==> config.mk <==
export PLATFORM = sky130hd
export DESIGN_NAME = param_sequence_detector_flat
export DESIGN_NICKNAME = d
export VERILOG_FILES = /design/src/rtl/param_sequence_detector_pkg.sv /design/src/rtl/param_sequence_detector_if.sv /design/src/rtl/param_sequence_detector_sat_counter.sv /design/src/rtl/param_sequence_detector.sv /design/src/flat_wrapper.sv
export SDC_FILE = /design/constraint.sdc
export NUM_CORES = 1
export LEC_CHECK = 0
export BUFFER_PORTS_ARGS = -buffer_cell sky130_fd_sc_hd__buf_2
export CORE_MARGIN = 4
export CORE_UTILIZATION = 50
export CTS_CLUSTER_DIAMETER = 100
export DETAILED_ROUTE_END_ITERATION = 16
export PLACE_DENSITY = 0.85
export SYNTH_ARGS = -nofsm -noshare
export SYNTH_HDL_FRONTEND = slang
export SYNTH_SLANG_ARGS = --single-unit
==> constraint.sdc <==
create_clock -name clk -period 1.7 [get_ports clk]
set_input_delay 0.17 -clock clk [delete_from_list [all_inputs] [get_ports clk]]
set_output_delay 0.17 -clock clk [all_outputs]
set_load 0.03 [all_outputs]
==> src/rtl/param_sequence_detector_pkg.sv <==
// Shared types and defaults for the parametrised sequence detector.
// Optional SEQ_DET_MASK_EN adds a per-bit pattern mask.
package seq_det_pkg;

  typedef enum logic {
    FILL,
    ARMED
  } state_e;

  localparam int PATTERN_W_DEF = 4;
  localparam int CNT_W_DEF = 8;
  localparam logic [3:0] RST_PATTERN_DEF = 4'b1011;

  // Fill counter holds 0..pw-1.
  function automatic int fill_w(input int pw);
    return $clog2(pw);
  endfunction

endpackage

==> src/rtl/param_sequence_detector_if.sv <==
// Stream, config and result bundle of the sequence detector.
// Optional SEQ_DET_MASK_EN adds pattern_mask_in.
interface param_sequence_detector_if #(
  parameter int PATTERN_W = 4,
  parameter int CNT_W = 8
);
  logic in;
  logic in_valid;
  logic cfg_load;
  logic [PATTERN_W-1:0] pattern_in;
`ifdef SEQ_DET_MASK_EN
  logic [PATTERN_W-1:0] pattern_mask_in;
`endif
  logic overlap_en;
  logic count_clr;
  logic out;
  logic [CNT_W-1:0] match_count;
  logic state_armed;

`ifdef SEQ_DET_MASK_EN
  modport master (
    output in, in_valid, cfg_load,
    output pattern_in, pattern_mask_in,
    output overlap_en, count_clr,
    input out, match_count, state_armed
  );
  modport slave (
    input in, in_valid, cfg_load,
    input pattern_in, pattern_mask_in,
    input overlap_en, count_clr,
    output out, match_count, state_armed
  );
`else
  modport master (
    output in, in_valid, cfg_load,
    output pattern_in,
    output overlap_en, count_clr,
    input out, match_count, state_armed
  );
  modport slave (
    input in, in_valid, cfg_load,
    input pattern_in,
    input overlap_en, count_clr,
    output out, match_count, state_armed
  );
`endif
endinterface

==> src/rtl/param_sequence_detector_sat_counter.sv <==
// Saturating up-counter with clear priority over increment.
module sat_counter #(
  parameter int W = 8
) (
  input  logic         clk,
  input  logic         reset,
  input  logic         clr,
  input  logic         inc,
  output logic [W-1:0] count
);
  logic [W-1:0] count_q, count_d;

  // Clear wins; increment holds at all-ones.
  always_comb begin
    count_d = count_q;
    if (clr) count_d = '0;
    else if (inc && count_q != '1)
      count_d = count_q + W'(1);
  end

  // Count register, synchronous active-low reset.
  always_ff @(posedge clk) begin
    if (!reset) count_q <= '0;
    else count_q <= count_d;
  end

  assign count = count_q;
endmodule

==> src/rtl/param_sequence_detector.sv <==
// Runtime-loadable serial pattern detector, overlap selectable.
// Optional SEQ_DET_MASK_EN makes masked pattern bits don't-care.
module param_sequence_detector
  import seq_det_pkg::*;
#(
  parameter int PATTERN_W = PATTERN_W_DEF,
  parameter int CNT_W = CNT_W_DEF,
  parameter logic [PATTERN_W-1:0] RST_PATTERN = RST_PATTERN_DEF
) (
  input logic clk,
  input logic reset,
  param_sequence_detector_if.slave bus
);
  localparam int HW = PATTERN_W - 1;
  localparam int FW = fill_w(PATTERN_W);
  localparam logic [FW-1:0] FILL_MAX = FW'(HW);

  state_e state_q, state_d;
  logic [HW-1:0] hist_q, hist_d;
  logic [FW-1:0] fill_q, fill_d;
  logic [PATTERN_W-1:0] pat_q, pat_d;
  logic [PATTERN_W-1:0] word;
  logic out_q, out_d;
  logic match, hit;

`ifdef SEQ_DET_MASK_EN
  logic [PATTERN_W-1:0] mask_q, mask_d;
  assign match = ((word ^ pat_q) & mask_q) == '0;
`else
  assign match = word == pat_q;
`endif

  assign word = {hist_q, bus.in};

  // Next state: load beats stream; match only counted when armed.
  always_comb begin
    state_d = state_q;
    hist_d = hist_q;
    fill_d = fill_q;
    pat_d = pat_q;
`ifdef SEQ_DET_MASK_EN
    mask_d = mask_q;
`endif
    out_d = 1'b0;
    hit = 1'b0;
    if (bus.cfg_load) begin
      pat_d = bus.pattern_in;
`ifdef SEQ_DET_MASK_EN
      mask_d = bus.pattern_mask_in;
`endif
      hist_d = '0;
      fill_d = '0;
      state_d = FILL;
    end else if (bus.in_valid) begin
      unique case (state_q)
        FILL: begin
          hist_d = word[HW-1:0];
          fill_d = fill_q + FW'(1);
          if (fill_d == FILL_MAX) state_d = ARMED;
        end
        ARMED: begin
          hist_d = word[HW-1:0];
          if (match) begin
            out_d = 1'b1;
            hit = 1'b1;
            if (!bus.overlap_en) begin
              hist_d = '0;
              fill_d = '0;
              state_d = FILL;
            end
          end
        end
        default: state_d = FILL;
      endcase
    end
  end

  // State, history, pattern and pulse registers.
  always_ff @(posedge clk) begin
    if (!reset) begin
      state_q <= FILL;
      hist_q <= '0;
      fill_q <= '0;
      pat_q <= RST_PATTERN;
`ifdef SEQ_DET_MASK_EN
      mask_q <= '1;
`endif
      out_q <= 1'b0;
    end else begin
      state_q <= state_d;
      hist_q <= hist_d;
      fill_q <= fill_d;
      pat_q <= pat_d;
`ifdef SEQ_DET_MASK_EN
      mask_q <= mask_d;
`endif
      out_q <= out_d;
    end
  end

  sat_counter #(.W(CNT_W)) u_cnt (
    .clk   (clk),
    .reset (reset),
    .clr   (bus.count_clr),
    .inc   (hit),
    .count (bus.match_count)
  );

  assign bus.out = out_q;
  assign bus.state_armed = (state_q == ARMED);
endmodule
==> src/flat_wrapper.sv <==
// flat-port wrapper written by rule: the top's interface ports become plain ports
module param_sequence_detector_flat import seq_det_pkg::*;
#(
  parameter int PATTERN_W = PATTERN_W_DEF,
  parameter int CNT_W = CNT_W_DEF,
  parameter logic [PATTERN_W-1:0] RST_PATTERN = RST_PATTERN_DEF
)
  (clk, reset, bus_in, bus_in_valid, bus_cfg_load, bus_pattern_in, bus_overlap_en, bus_count_clr, bus_out, bus_match_count, bus_state_armed);
  param_sequence_detector_if #(.PATTERN_W(PATTERN_W), .CNT_W(CNT_W)) bus_i ();
  input logic clk;
  input logic reset;
  input wire logic [$bits(bus_i.in)-1:0] bus_in;
  input wire logic [$bits(bus_i.in_valid)-1:0] bus_in_valid;
  input wire logic [$bits(bus_i.cfg_load)-1:0] bus_cfg_load;
  input wire logic [$bits(bus_i.pattern_in)-1:0] bus_pattern_in;
  input wire logic [$bits(bus_i.overlap_en)-1:0] bus_overlap_en;
  input wire logic [$bits(bus_i.count_clr)-1:0] bus_count_clr;
  output wire logic [$bits(bus_i.out)-1:0] bus_out;
  output wire logic [$bits(bus_i.match_count)-1:0] bus_match_count;
  output wire logic [$bits(bus_i.state_armed)-1:0] bus_state_armed;
  assign bus_i.in = bus_in;
  assign bus_i.in_valid = bus_in_valid;
  assign bus_i.cfg_load = bus_cfg_load;
  assign bus_i.pattern_in = bus_pattern_in;
  assign bus_i.overlap_en = bus_overlap_en;
  assign bus_i.count_clr = bus_count_clr;
  assign bus_out = bus_i.out;
  assign bus_match_count = bus_i.match_count;
  assign bus_state_armed = bus_i.state_armed;
  param_sequence_detector #(.PATTERN_W(PATTERN_W), .CNT_W(CNT_W), .RST_PATTERN(RST_PATTERN)) u_core (.clk(clk), .reset(reset), .bus(bus_i));
endmodule
Word-level counts from Yosys, hierarchy flattened
Index checks and enable logic that the tools add are counted.
{"block": "word_totals", "reg_bits": 19, "latchBits": 0, "ramBits": 0, "mem_bits_ro": 0, "in_bits": 11, "out_inout_bits": 10, "word_cells": 33, "memories": 0}
{"block": "op_classes", "addsub": 2, "mul": 0, "div": 0, "order_cmp": 0, "eq_ne": 5, "n_shift": 0, "mux": 14, "bitwise_logic": 2, "reduce_logical": 4}
{"operator": "8-bit by 1-bit adder with 8-bit output, second input constant", "count": 1}
{"operator": "8-bit inequality test, second input constant", "count": 1}
{"operator": "1-bit two-way mux", "count": 7}
{"operator": "3-bit two-way mux", "count": 2}
{"operator": "3-bit one-hot mux with 2 select lines", "count": 1}
{"operator": "4-bit == test", "count": 1}
{"operator": "2-bit two-way mux", "count": 2}
{"operator": "2-bit inequality test, second input constant", "count": 2}
{"operator": "2-bit one-hot mux with 2 select lines", "count": 1}
{"operator": "2-bit OR reduction", "count": 2}
{"operator": "3-bit AND reduction", "count": 1}
{"operator": "2-bit by 1-bit adder with 2-bit output, second input constant", "count": 1}
{"operator": "2-bit == test, second input constant", "count": 1}
{"operator": "1-bit NOT", "count": 2}
{"operator": "1-bit one-hot mux with 2 select lines", "count": 1}
{"operator": "1-bit logical AND", "count": 1}

Logic depth before layout (Yosys ltp)
{"block": "depth", "depth_word": 6, "ltp_mapped": 5}

Cells and area by module
Synthesis repeated with hierarchy kept, for this count alone.
{"block": "unflattened", "hier_cells": 104, "area_unflattened_um2": 975.9}
{"mod": "param_sequence_detector", "n_inst": 1, "cells_each": 58, "area_per_inst_um2": 554.3, "seq_area_each_um2": 220.2}
{"mod": "sat_counter", "n_inst": 1, "cells_each": 46, "area_per_inst_um2": 421.7, "seq_area_each_um2": 160.2}

Worst setup path before layout
No wires, ideal clock.
{"block": "synth_timing", "path_kind": "flip-flop to flip-flop", "from": "reg u_core.u_cnt.count_q[3], in the netlist u_core.u_cnt.count[3]", "to": "reg u_core.u_cnt.count_q[7], in the netlist u_core.u_cnt.count[7]", "setup_ns": 0.070, "arrival_ns": 1.491, "required_ns": 1.630, "path_slack_ns": 0.139, "path_stages_with_launch": 4, "n_path_buf": 0, "path_cell_list": "dfxtp_1 -> nand4_1 -> or4_1 -> a21oi_1"}
{"block": "synth_via", "elab_chain_cells": 2, "word_cells_on_any_way": 3}
{"element": "start: declaration", "line_no": "param_sequence_detector_sat_counter.sv:11", "rtl": "logic [W-1:0] count_q, count_d;"}
{"element": "start signal: assignment", "line_no": "param_sequence_detector_sat_counter.sv:24", "rtl": "else count_q <= count_d;"}
{"element": "branches (longest 2 deep; another with 8-bit by 1-bit adder with 8-bit output)"}
Several ways; the timed one is not identified.
A chain may end at the register's enable or synchronous reset.

Final worst setup path
{"block": "layout_timing", "from": "reg u_core.hist_q[1]", "to": "reg u_core.u_cnt.count_q[0], in the netlist u_core.u_cnt.count[0]"}
{"block": "layout_via", "elab_chain_cells": 6}
{"element": "start: declaration", "line_no": "param_sequence_detector.sv:19", "rtl": "logic [HW-1:0] hist_q, hist_d;"}
{"element": "start signal: assignment", "line_no": "param_sequence_detector.sv:91", "rtl": "hist_q <= hist_d;"}
{"element": "4-bit == test", "line_no": "param_sequence_detector.sv:30", "rtl": "assign match = word == pat_q;"}
{"element": "1-bit two-way mux", "line_no": "param_sequence_detector.sv:63", "rtl": "if (match) begin"}
{"element": "1-bit two-way mux", "line_no": "param_sequence_detector.sv:55", "rtl": "unique case (state_q)"}
{"element": "1-bit two-way mux", "line_no": "param_sequence_detector.sv:54", "rtl": "end else if (bus.in_valid) begin"}
{"element": "1-bit two-way mux", "line_no": "param_sequence_detector.sv:46", "rtl": "if (bus.cfg_load) begin"}
{"element": "1-bit logical AND", "line_no": "param_sequence_detector_sat_counter.sv:17", "rtl": "else if (inc && count_q != '1)"}
Every way passes these cells.

==> impl_metrics.sql <==
INSERT INTO impl_metrics (metric_group, metric, value, unit) VALUES
('outcome', 'status', 'completed', ''),
('sta', 'min_period', '1.57', 'ns'),
('sta', 'slew_headroom', '0.711', ''),
('synthesis', 'post_synth_inst_count', '103', ''),
('die', 'dieHeight', '51.7', 'um'),
('cells_and_area', 'diodes', '0', ''),
('sta', 'timing.final.ws_setup', '0.127', 'ns'),
('placement', 'place.detailed.hpwl', '1560', 'um'),
('cells_and_area', 'finalCoreUtilization', '0.618', ''),
('synthesis', 'synth.top_cell.area_share', '0.399', ''),
('die', 'pin_count', '21', ''),
('routing', 'route.final.wire_length', '1990', 'um'),
('routing', 'route.vias.total', '872', ''),
('worst_hold_path', 'min_delay_endpoint', 'u_core.pat_q[3]', ''),
('critical_path', 'crit_path_max_incr_delay', '0.51', 'ns'),
('critical_path', 'timing.critical_path.required', '1.92', 'ns'),
('critical_path', 'timing.rr.end', 'u_core.u_cnt.count[0]', ''),
('critical_path', 'worstSetupStartpoint', 'u_core.hist_q[1]', ''),
('clock_network', 'clkTransAtPathRegs', '0.11', 'ns'),
('synthesis', 'synth_fa_ha_area_frac', '0.0262', ''),
('synthesis', 'synth-async-reset-ratio', '0', ''),
('synthesis', 'synth_xor_area_frac', '0.0367', ''),
('routing', 'drtAntennaViolNets', '0', ''),
('sta', 'maxClockFrequency', '636', 'MHz'),
('routing', 'avgRoutedWirePerCell', '13.2', 'um'),
('sta', 'setup_total_negative_slack', '0', 'ns'),
('sta', 'setup_violations', '0', ''),
('sta', 'clock_skew', '0.00376', 'ns'),
('critical_path', 'cp_top_family', 'simple AND/OR/NAND/NOR gates', ''),
('clock_network', 'cts_setup_buffers', '0', ''),
('synthesis', 'synth.avg_cell_area', '9.26', 'um^2'),
('die', 'design.core.area', '0.00176', 'mm^2'),
('critical_path', 'cp_max_fo', '14', ''),
('clock_network', 'tritoncts.num_buffers', '3', ''),
('global_route', 'grt_antenna_before_repair', '0', ''),
('sta', 'report.final.hold_viol_count', '0', ''),
('sta', 'unrepaired_setup_endpoints_after_global_routing', 'no', ''),
('global_route', 'global_route.overflow_total', '0', ''),
('placement', 'preCtsSetupSlack', '0.141', 'ns'),
('critical_path', 'timing.critical_path.arrival', '1.80', 'ns'),
('clock_network', 'postCtsResizedCells', '0', ''),
('synthesis', 'synth_fp_nets', '116', ''),
('synthesis', 'synthSimpleGateAreaFrac', '0.249', ''),
('synthesis', 'yosys-top-cells-area', 'sky130_fd_sc_hd__dfxtp_1 40%, sky130_fd_sc_hd__mux2i_1 8.4%, sky130_fd_sc_hd__o31ai_1 3.9%', ''),
('critical_path', 'crit_path_end_kind', 'flop', ''),
('cells_and_area', 'seqCellArea', '380', 'um^2'),
('clock_network', 'cts.hold.buffers_added', '0', ''),
('critical_path', 'worst-setup-path-type', 'flop to flop', ''),
('cells_and_area', 'fillers', '175', ''),
('cells_and_area', 'multi_input_area', '538', 'um^2'),
('worst_hold_path', 'worst_hold_path.num_cells', '3', ''),
('sta', 'final-max-slew-violation-count', '0', ''),
('clock_network', 'worstSkewPairLatency', '0.29', 'ns'),
('synthesis', 'yosysTopAreaCell', 'sky130_fd_sc_hd__dfxtp_1', ''),
('synthesis', 'yosys_warnings', '0', ''),
('synthesis', 'synthDistinctLibCells', '33', ''),
('power', 'total_leakage_power', '0.437', 'nW'),
('routing', 'vias_per_cell', '5.81', ''),
('critical_path', 'setup.worst_path.start_class', 'flop', ''),
('synthesis', 'synth_compound_area_frac', '0.168', ''),
('clock_network', 'cts-htree-levels', '1', ''),
('die', 'fp-row-count', '15', ''),
('critical_path', 'ff2ff_setup_slack', '0.13', 'ns'),
('power', 'peakVddDrop', '0.535', 'mV'),
('synthesis', 'synth_sequential_area_ratio', '0.399', ''),
('critical_path', 'timing.critical_path.buf_inv', '1', ''),
('critical_path', 'worst_path_max_delay_cell', 'sky130_fd_sc_hd__or4_1', ''),
('routing', 'drc', '0', ''),
('worst_hold_path', 'holdCritPathClass', 'input port to flop', ''),
('clock_network', 'numClockSinks', '19', ''),
('power', 'powerDensity', '682', 'mW/mm^2');
## cell families (layout without fill, tap and decap cells)
| family | after synthesis | after routing |
|---|---|---|
| xor+xnor | 4 | 4 |
| fa+ha+maj | 2 | 2 |
| mux | 8 | 8 |
| buf+inv | 5 | 27 |
| simple gates | 42 | 42 |
| flops | 19 | 19 |
| compound gates | 23 | 23 |
## per-layer routing
layer | GRT usage | vias to the layer above | wire, um
met5 | 0 | - | 0
met4 | 0.0524 | 0 | 0
met3 | 0.0344 | 0 | 104
met2 | 0.292 | 22 | 1040
met1 | 0.202 | 421 | 844
li1 | - | 429 | -
## tightest hold or removal path, delay by kind of cell
family	cells	cell delay (ns)
buffers and inverters	1	0.07
AND/OR/NAND/NOR	1	0.05
multiplexers	1	0.05
## where the power goes
group          internal [W]  switching (W)  leakage, nW
registers          0.000453     0.00000573        0.154
clock network     0.0000911       0.000133       0.0150
logic             0.0000277      0.0000332        0.268
## how the worst max path moves through the flow
stage,to,slack (ns),cells after the start
global placement,u_core.u_cnt.count[5],0.22,5
global route,u_core.u_cnt.count[5],0.04,5
CTS,u_core.u_cnt.count[5],0.11,5
finish,u_core.u_cnt.count[0],0.13,5
detailed placement,u_core.u_cnt.count[5],0.14,5
floorplan,u_core.u_cnt.count[7],0.14,3
## per-stage QoR
step | std cells | total power (W) | hold WS [ns] | cell area [um^2]
6_report | 150 | 0.000744 | 0.0901 | 1090
5_1_grt | 150 | 0.000779 | 0.0933 | 1090
4_1_cts | 150 | 0.000749 | 0.0883 | 1090
3_5_place_dp | 146 | 0.000530 | 0.392 | 1060
3_3_place_gp | 146 | 0.000526 | 0.385 | 1060
2_1_floorplan | 103 | 0.000511 | 0.232 | 953
## sequential cells by signal, summed over array words and instances (netlist names)
| signal | flops |
|---|---|
| u_core.bus.out | 1 |
| u_core.bus.state_armed | 1 |
| u_core.fill_q | 2 |
| u_core.hist_q | 3 |
| u_core.pat_q | 4 |
| u_core.u_cnt.count | 8 |
## area by class of cell
| type | count | share of cell area |
|---|---|---|
| clock buffers | 4 | 0.0241 |
| inverters | 2 | 0.00688 |
| multi-input cells | 79 | 0.493 |
| flip-flops and latches | 19 | 0.349 |
| well taps | 25 | 0.0287 |
| repair buffers | 21 | 0.0986 |
## cell usage in the layout, fill, tap and decap left out, drive strengths merged, types with 5 or more instances in the layout
master  instances
a21oi           6
buf            21
nand2           9
dfxtp          19
nor2            9
mux2i           8
o31ai           5
## cell usage after synthesis, types with 2 or more instances
master	count
sky130_fd_sc_hd__and3_1	2
sky130_fd_sc_hd__ha_1	2
sky130_fd_sc_hd__or4_1	3
sky130_fd_sc_hd__o21ai_0	4
sky130_fd_sc_hd__inv_1	2
sky130_fd_sc_hd__dfxtp_1	19
sky130_fd_sc_hd__buf_6	2
sky130_fd_sc_hd__nand2b_1	2
sky130_fd_sc_hd__nand3_1	4
sky130_fd_sc_hd__a21oi_1	6
sky130_fd_sc_hd__nand4_1	2
sky130_fd_sc_hd__a31oi_1	3
sky130_fd_sc_hd__xnor2_1	4
sky130_fd_sc_hd__nor2b_1	3
sky130_fd_sc_hd__nand2_1	8
sky130_fd_sc_hd__o31ai_1	5
sky130_fd_sc_hd__mux2i_1	8
sky130_fd_sc_hd__nor2_1	9
Note: power is estimated with default switching activity, not from simulation.
